File: src/rtl/vga_pkg.sv
// Shared types and default widths for the RLE pixel sequencer.
package vga_pkg;

  localparam int RUN_BITS   = 10;
  localparam int COLOR_BITS = 6;
  localparam int TOK_BITS   = RUN_BITS + COLOR_BITS;

  typedef struct packed {
    logic [RUN_BITS-1:0]   run;
    logic [COLOR_BITS-1:0] color;
  } rle_token_t;

  typedef enum logic [2:0] {
    WAIT_FRAME,
    RESTART,
    FILL,
    RUN,
    END
  } seq_state_t;

endpackage

File: src/rtl/rle_token_skid.sv
// One-entry prefetch register between the token stream and the current run.
module rle_token_skid #(
  parameter int RUN_BITS   = 10,
  parameter int COLOR_BITS = 6
) (
  input  logic                  clk,
  input  logic                  reset,
  input  logic                  flush,
  input  logic                  enable,
  input  logic                  pop,
  input  logic                  bypass,
  input  logic                  in_valid,
  input  logic [RUN_BITS-1:0]   in_run,
  input  logic [COLOR_BITS-1:0] in_col,
  output logic                  in_ready,
  output logic                  nxt_valid,
  output logic [RUN_BITS-1:0]   nxt_run,
  output logic [COLOR_BITS-1:0] nxt_col
);

  logic                  valid_reg;
  logic [RUN_BITS-1:0]   run_reg;
  logic [COLOR_BITS-1:0] col_reg;
  logic                  push;

  // Ready never looks at in_valid; a pop in the same cycle frees the slot.
  assign in_ready = enable && !flush && (!valid_reg || pop);
  // A bypassed token is written straight into the current run by the parent.
  assign push     = in_valid && in_ready && !bypass;

  always_ff @(posedge clk) begin
    if (reset) begin
      valid_reg <= 1'b0;
      run_reg   <= '0;
      col_reg   <= '0;
    end else if (flush) begin
      valid_reg <= 1'b0;
    end else if (push) begin
      valid_reg <= 1'b1;
      run_reg   <= in_run;
      col_reg   <= in_col;
    end else if (pop) begin
      valid_reg <= 1'b0;
    end
  end

  assign nxt_valid = valid_reg;
  assign nxt_run   = run_reg;
  assign nxt_col   = col_reg;

endmodule

File: src/rtl/rle_pixel_sequencer.sv
// Expands run-length tokens into a per-pixel colour stream paced by blanking,
// restarting the upstream reader on every vsync_pulse.
module rle_pixel_sequencer #(
  parameter int RUN_BITS   = vga_pkg::RUN_BITS,
  parameter int COLOR_BITS = vga_pkg::COLOR_BITS,
  parameter int TOK_BITS   = RUN_BITS + COLOR_BITS
) (
  input  logic                  clk,
  input  logic                  reset,
  input  logic                  blank,
  input  logic                  hsync_pulse,
  input  logic                  vsync_pulse,
  input  logic                  in_valid,
  input  logic [TOK_BITS-1:0]   in_data,
  output logic                  in_ready,
  output logic                  stream_restart,
  output logic [COLOR_BITS-1:0] pixel,
  output logic                  underrun,
  output logic [9:0]            line
);

  import vga_pkg::seq_state_t;
  import vga_pkg::WAIT_FRAME;
  import vga_pkg::RESTART;
  import vga_pkg::FILL;
  import vga_pkg::RUN;
  import vga_pkg::END;

  seq_state_t            state_reg;
  logic [RUN_BITS-1:0]   cur_run_reg;
  logic [COLOR_BITS-1:0] cur_col_reg;
  logic [COLOR_BITS-1:0] pixel_reg;
  logic                  underrun_reg;
  logic                  stream_restart_reg;
  logic [9:0]            line_reg;

  logic                  nxt_valid;
  logic [RUN_BITS-1:0]   nxt_run;
  logic [COLOR_BITS-1:0] nxt_col;
  logic [RUN_BITS-1:0]   in_run;
  logic [COLOR_BITS-1:0] in_col;
  logic                  in_seq;
  logic                  active;
  logic                  cur_empty;
  logic                  cur_last;
  logic                  load_now;
  logic                  bypass;
  logic                  to_cur;

  assign in_run    = in_data[TOK_BITS-1 -: RUN_BITS];
  assign in_col    = in_data[COLOR_BITS-1:0];
  assign in_seq    = (state_reg == FILL) || (state_reg == RUN);
  assign active    = in_seq && !blank;
  assign cur_empty = (cur_run_reg == '0);
  assign cur_last  = (cur_run_reg == RUN_BITS'(1));
  assign load_now  = active && cur_last && nxt_valid;
  // With no prefetch held, a token goes straight to cur if cur is (or is about to be) empty.
  assign bypass    = !nxt_valid && (cur_empty || (!blank && cur_last));
  assign to_cur    = in_valid && in_ready && bypass;

  rle_token_skid #(
    .RUN_BITS   (RUN_BITS),
    .COLOR_BITS (COLOR_BITS)
  ) u_skid (
    .clk       (clk),
    .reset     (reset),
    .flush     (vsync_pulse),
    .enable    (in_seq),
    .pop       (load_now),
    .bypass    (bypass),
    .in_valid  (in_valid),
    .in_run    (in_run),
    .in_col    (in_col),
    .in_ready  (in_ready),
    .nxt_valid (nxt_valid),
    .nxt_run   (nxt_run),
    .nxt_col   (nxt_col)
  );

  always_ff @(posedge clk) begin
    if (reset) begin
      state_reg          <= WAIT_FRAME;
      cur_run_reg        <= '0;
      cur_col_reg        <= '0;
      pixel_reg          <= '0;
      underrun_reg       <= 1'b0;
      stream_restart_reg <= 1'b0;
      line_reg           <= '0;
    end else begin
      stream_restart_reg <= 1'b0;
      pixel_reg          <= '0;
      if (hsync_pulse && (state_reg == RUN || state_reg == END)) begin
        line_reg <= line_reg + 10'd1;
      end
      if (vsync_pulse) begin
        state_reg          <= RESTART;
        stream_restart_reg <= 1'b1;
        cur_run_reg        <= '0;
        underrun_reg       <= 1'b0;
        line_reg           <= '0;
      end else begin
        case (state_reg)
          RESTART: state_reg <= FILL;
          FILL, RUN: begin
            // An active cycle with nothing in cur is a starved pixel.
            if (active) begin
              if (cur_empty) begin
                underrun_reg <= 1'b1;
              end else begin
                pixel_reg   <= cur_col_reg;
                cur_run_reg <= cur_run_reg - RUN_BITS'(1);
              end
            end
            if (load_now) begin
              cur_run_reg <= nxt_run;
              cur_col_reg <= nxt_col;
            end else if (to_cur) begin
              cur_run_reg <= in_run;
              cur_col_reg <= in_col;
            end
            if ((load_now && nxt_run == '0) || (to_cur && in_run == '0)) begin
              state_reg <= END;
            end else if (state_reg == FILL && (!blank || (!cur_empty && nxt_valid))) begin
              state_reg <= RUN;
            end
          end
          WAIT_FRAME, END: ;
          default: state_reg <= WAIT_FRAME;
        endcase
      end
    end
  end

  assign pixel          = pixel_reg;
  assign underrun       = underrun_reg;
  assign stream_restart = stream_restart_reg;
  assign line           = line_reg;

endmodule
File: config.mk
export PLATFORM = sky130hd
export DESIGN_NAME = rle_pixel_sequencer
export DESIGN_NICKNAME = d
export VERILOG_FILES = /design/src/rtl/vga_pkg.sv /design/src/rtl/rle_token_skid.sv /design/src/rtl/rle_pixel_sequencer.sv
export SDC_FILE = /design/constraint.sdc
export NUM_CORES = 1
export LEC_CHECK = 0
export BUFFER_PORTS_ARGS = -buffer_cell sky130_fd_sc_hd__buf_2
export CORE_MARGIN = 2
export CORE_UTILIZATION = 44
export CTS_BUF_LIST = sky130_fd_sc_hd__clkbuf_4
export CTS_CLUSTER_DIAMETER = 60
export DETAILED_ROUTE_END_ITERATION = 8
export PLACE_DENSITY_LB_ADDON = 0.1
export SLEW_MARGIN = 20
export SYNTH_ARGS = -nofsm -noshare
export SYNTH_HDL_FRONTEND = slang
export SYNTH_SLANG_ARGS = --single-unit
File: constraint.sdc
create_clock -name clk -period 2.8 [get_ports clk]
set_input_delay 0.14 -clock clk [delete_from_list [all_inputs] [get_ports clk]]
set_output_delay 0.14 -clock clk [all_outputs]
set_load 0.02 [all_outputs]
==> results.yml <==
outcome:
  status: "finished, final reports clean"
drt:
  vias_per_cell: 5.432
  routedWlPerCell_um: 14.38
  dr.pass1.iters: 4
  ant_nets: 0
  drt-initial-drc-count: 154
  via_count: 2189
  drt-total-wl_um: 5796
  route.detailed.drc: 0
power:
  ir_worst_vdd_uv: 268.5
  power_density_nw_per_um2: 411.8
  p_leak_uw: 0.001328
  finalPower_uw: 1219
clock_tree:
  insertion_delay_ns: 0.37
  cts_tree: "done"
  cts-htree-levels: 2
  clockBufferDepth: 2
  root_buffer: "clkbuf_4"
  numCtsBuffers: 5
  cts.repair.resized: 0
  cts.sinks: 54
  cts.clk_slew.worst_paths_ns: 0.15
logic_synthesis:
  post-synth-top-area-fraction_pct: 40.83
  ys_seq_area_share_pct: 40.83
  synth-edff-count: 0
  yosysMostFrequentCell: "dfxtp_1"
  synth_area_um2: 2648
  syn_avg_cell_area_um2: 9.225
  synthFlopType: "dfxtp_1"
  async_flop_share_pct: 0
  yosysTopAreaCell: "dfxtp_1"
  synth_cells: 287
  syn_nets: 313
  ys_ff_latch: 54
  yosysUniqueCellTypes: 47
  yosys-top-cells-count: "dfxtp_1 (54), nor2_1 (40), mux2i_1 (23)"
  ys_warn_count: 0
  synth_area_leaders: "dfxtp_1 (41%), mux2i_1 (8.7%), nor2_1 (5.7%)"
grt:
  overflow: 0
  track_usage_pct: 18.65
  met1_usage_pct: 26.40
  antenna_found_initial: 0
  grt_max_degree: 27
  grt_first_pass_wirelength_um: 9535
  first_global_vias: 1966
  use_met2_pct: 28.61
  busiest_layer: "met2"
  gr-usage-met3_pct: 4.176
sta:
  finalSetupViolCount: 0
  post-route-period-util_pct: 80.57
  finalHoldViolCount: 0
  slew_violations: 0
  holdWs_ns: 0.01517
  fin_skew_ns: 0.01061
  max_freq_ghz: 0.4433
  worst_slew_pin_slew_ns: 0.7846
  fin_tns_setup_ns: 0
  rsz0062_at_grt: "false"
  fin_crit_ns: 2.256
  slew_headroom_pct: 47.50
floorplan:
  coreArea_um2: 5851
  die_h_um: 81.57
  dieWidth_um: 81.57
  die_area_um2: 6654
  fp-row-count: 28
  io_pins: 41
  start_util_pct: 45.25
setup_path:
  r2r_slack_ns: 0.54
  critical_path.max_stage_delay_ns: 0.64
  critPathLaunchType: "register"
  slowest_stage: "or3b_2"
  path_max_fanout: 15
  required_ns: 3.08
  crit_chain: "nand2b_1, or3b_2, o2bb2ai_2, o21ai_0, a32o_1"
  path_class: "register to register"
  crit_arrival_ns: 2.53
  end_kind: "register"
run:
  cap_violations: 0
finish:
  drive_gt1_share_pct: 19.82
  syn_to_final_growth_pct: 11.77
  final_net_count: 354
  antenna_cells: 0
placed_design:
  dp_hpwl_um: 4253
  portBuffers: 40
  place_congestion: 0.8228
min_path:
  hold_class: "input pin to register"
==> cells in the final DEF (no fill, tap or decap), types with 7 or more instances in the layout <==
cell type	synthesis	routed
nand2_1	15	15
and2_1	11	11
o21ai_0	11	11
inv_1	8	8
nor2_1	40	40
mux2i_1	23	23
a31oi_1	7	7
xnor2_1	7	7
o211ai_1	8	8
buf_2	2	40
dfxtp_1	54	54
xor2_1	7	7
==> power by group <==
group          switching [uW]  internal, uW  total [uW]
clock                     246          95.9         342
combinational            56.8          40.6        97.4
sequential               4.48           774         779
total                     308           911        1220
==> final cells by class <==
type	instances	area, um2
well taps	75	93.84
inverters	8	30.03
multi-input cells	210	1428
flip-flops and latches	54	1081
clock inverters	2	13.76
clock buffers	5	37.54
repair buffers	49	275.3
fillers	581	2892
==> per-stage QoR <==
| step | instances | instance area (um2) | util [%] | setup WS, ns |
|---|---|---|---|---|
| after CTS | 403 | 2959 | 50.58 | 0.5591 |
| final | 403 | 2959 | 50.58 | 0.5442 |
| after floorplan | 287 | 2648 | - | 0.8861 |
| after global placement | 393 | 2878 | 49.19 | 0.6040 |
| after detailed placement | 393 | 2878 | 49.19 | 0.5882 |
| after global routing | 403 | 2959 | 50.58 | 0.3673 |
==> cell families (layout without fill, tap and decap cells) <==
logic type | Yosys count | count (layout) | synth area share [%]
simple gates | 109 | 109 | 21.79
compound gates | 60 | 60 | 16.92
flops | 54 | 54 | 40.83
mux | 23 | 23 | 8.696
buf+inv | 23 | 64 | 5.246
xor+xnor | 14 | 14 | 4.631
fa+ha+maj | 4 | 4 | 1.890
==> critical path: cells and delay by family, from the launching register on <==
kind	cells	cell delay (ns)
AOI/OAI and AO/OA	3	0.94
DFF	1	0.37
and+or+nand+nor	2	0.86
==> path summary, 6_finish.rpt <==
kind	from	end	cells past startpoint
setup / recovery	state_reg[2]	cur_run_reg[7]	5
hold / removal	in_data[1]	u_skid.nxt_col[1]	3
setup reg to reg	state_reg[2]	cur_run_reg[7]	5
hold reg to reg	cur_col_reg[0]	pixel[0]	1
==> layer usage <==
layer	vias to the layer above	part of all wire, %
li1	1121	-
met1	1011	49
met2	51	45
met3	6	4.9
met4	0	0.91
met5	-	0
==> timing repair <==
action | CTS | global route
setup buffers | 0 | 0
endpoints found under the hold margin | 3 | 0
hold buffers | 3 | 0
Note: power is estimated with default switching activity, not from simulation.
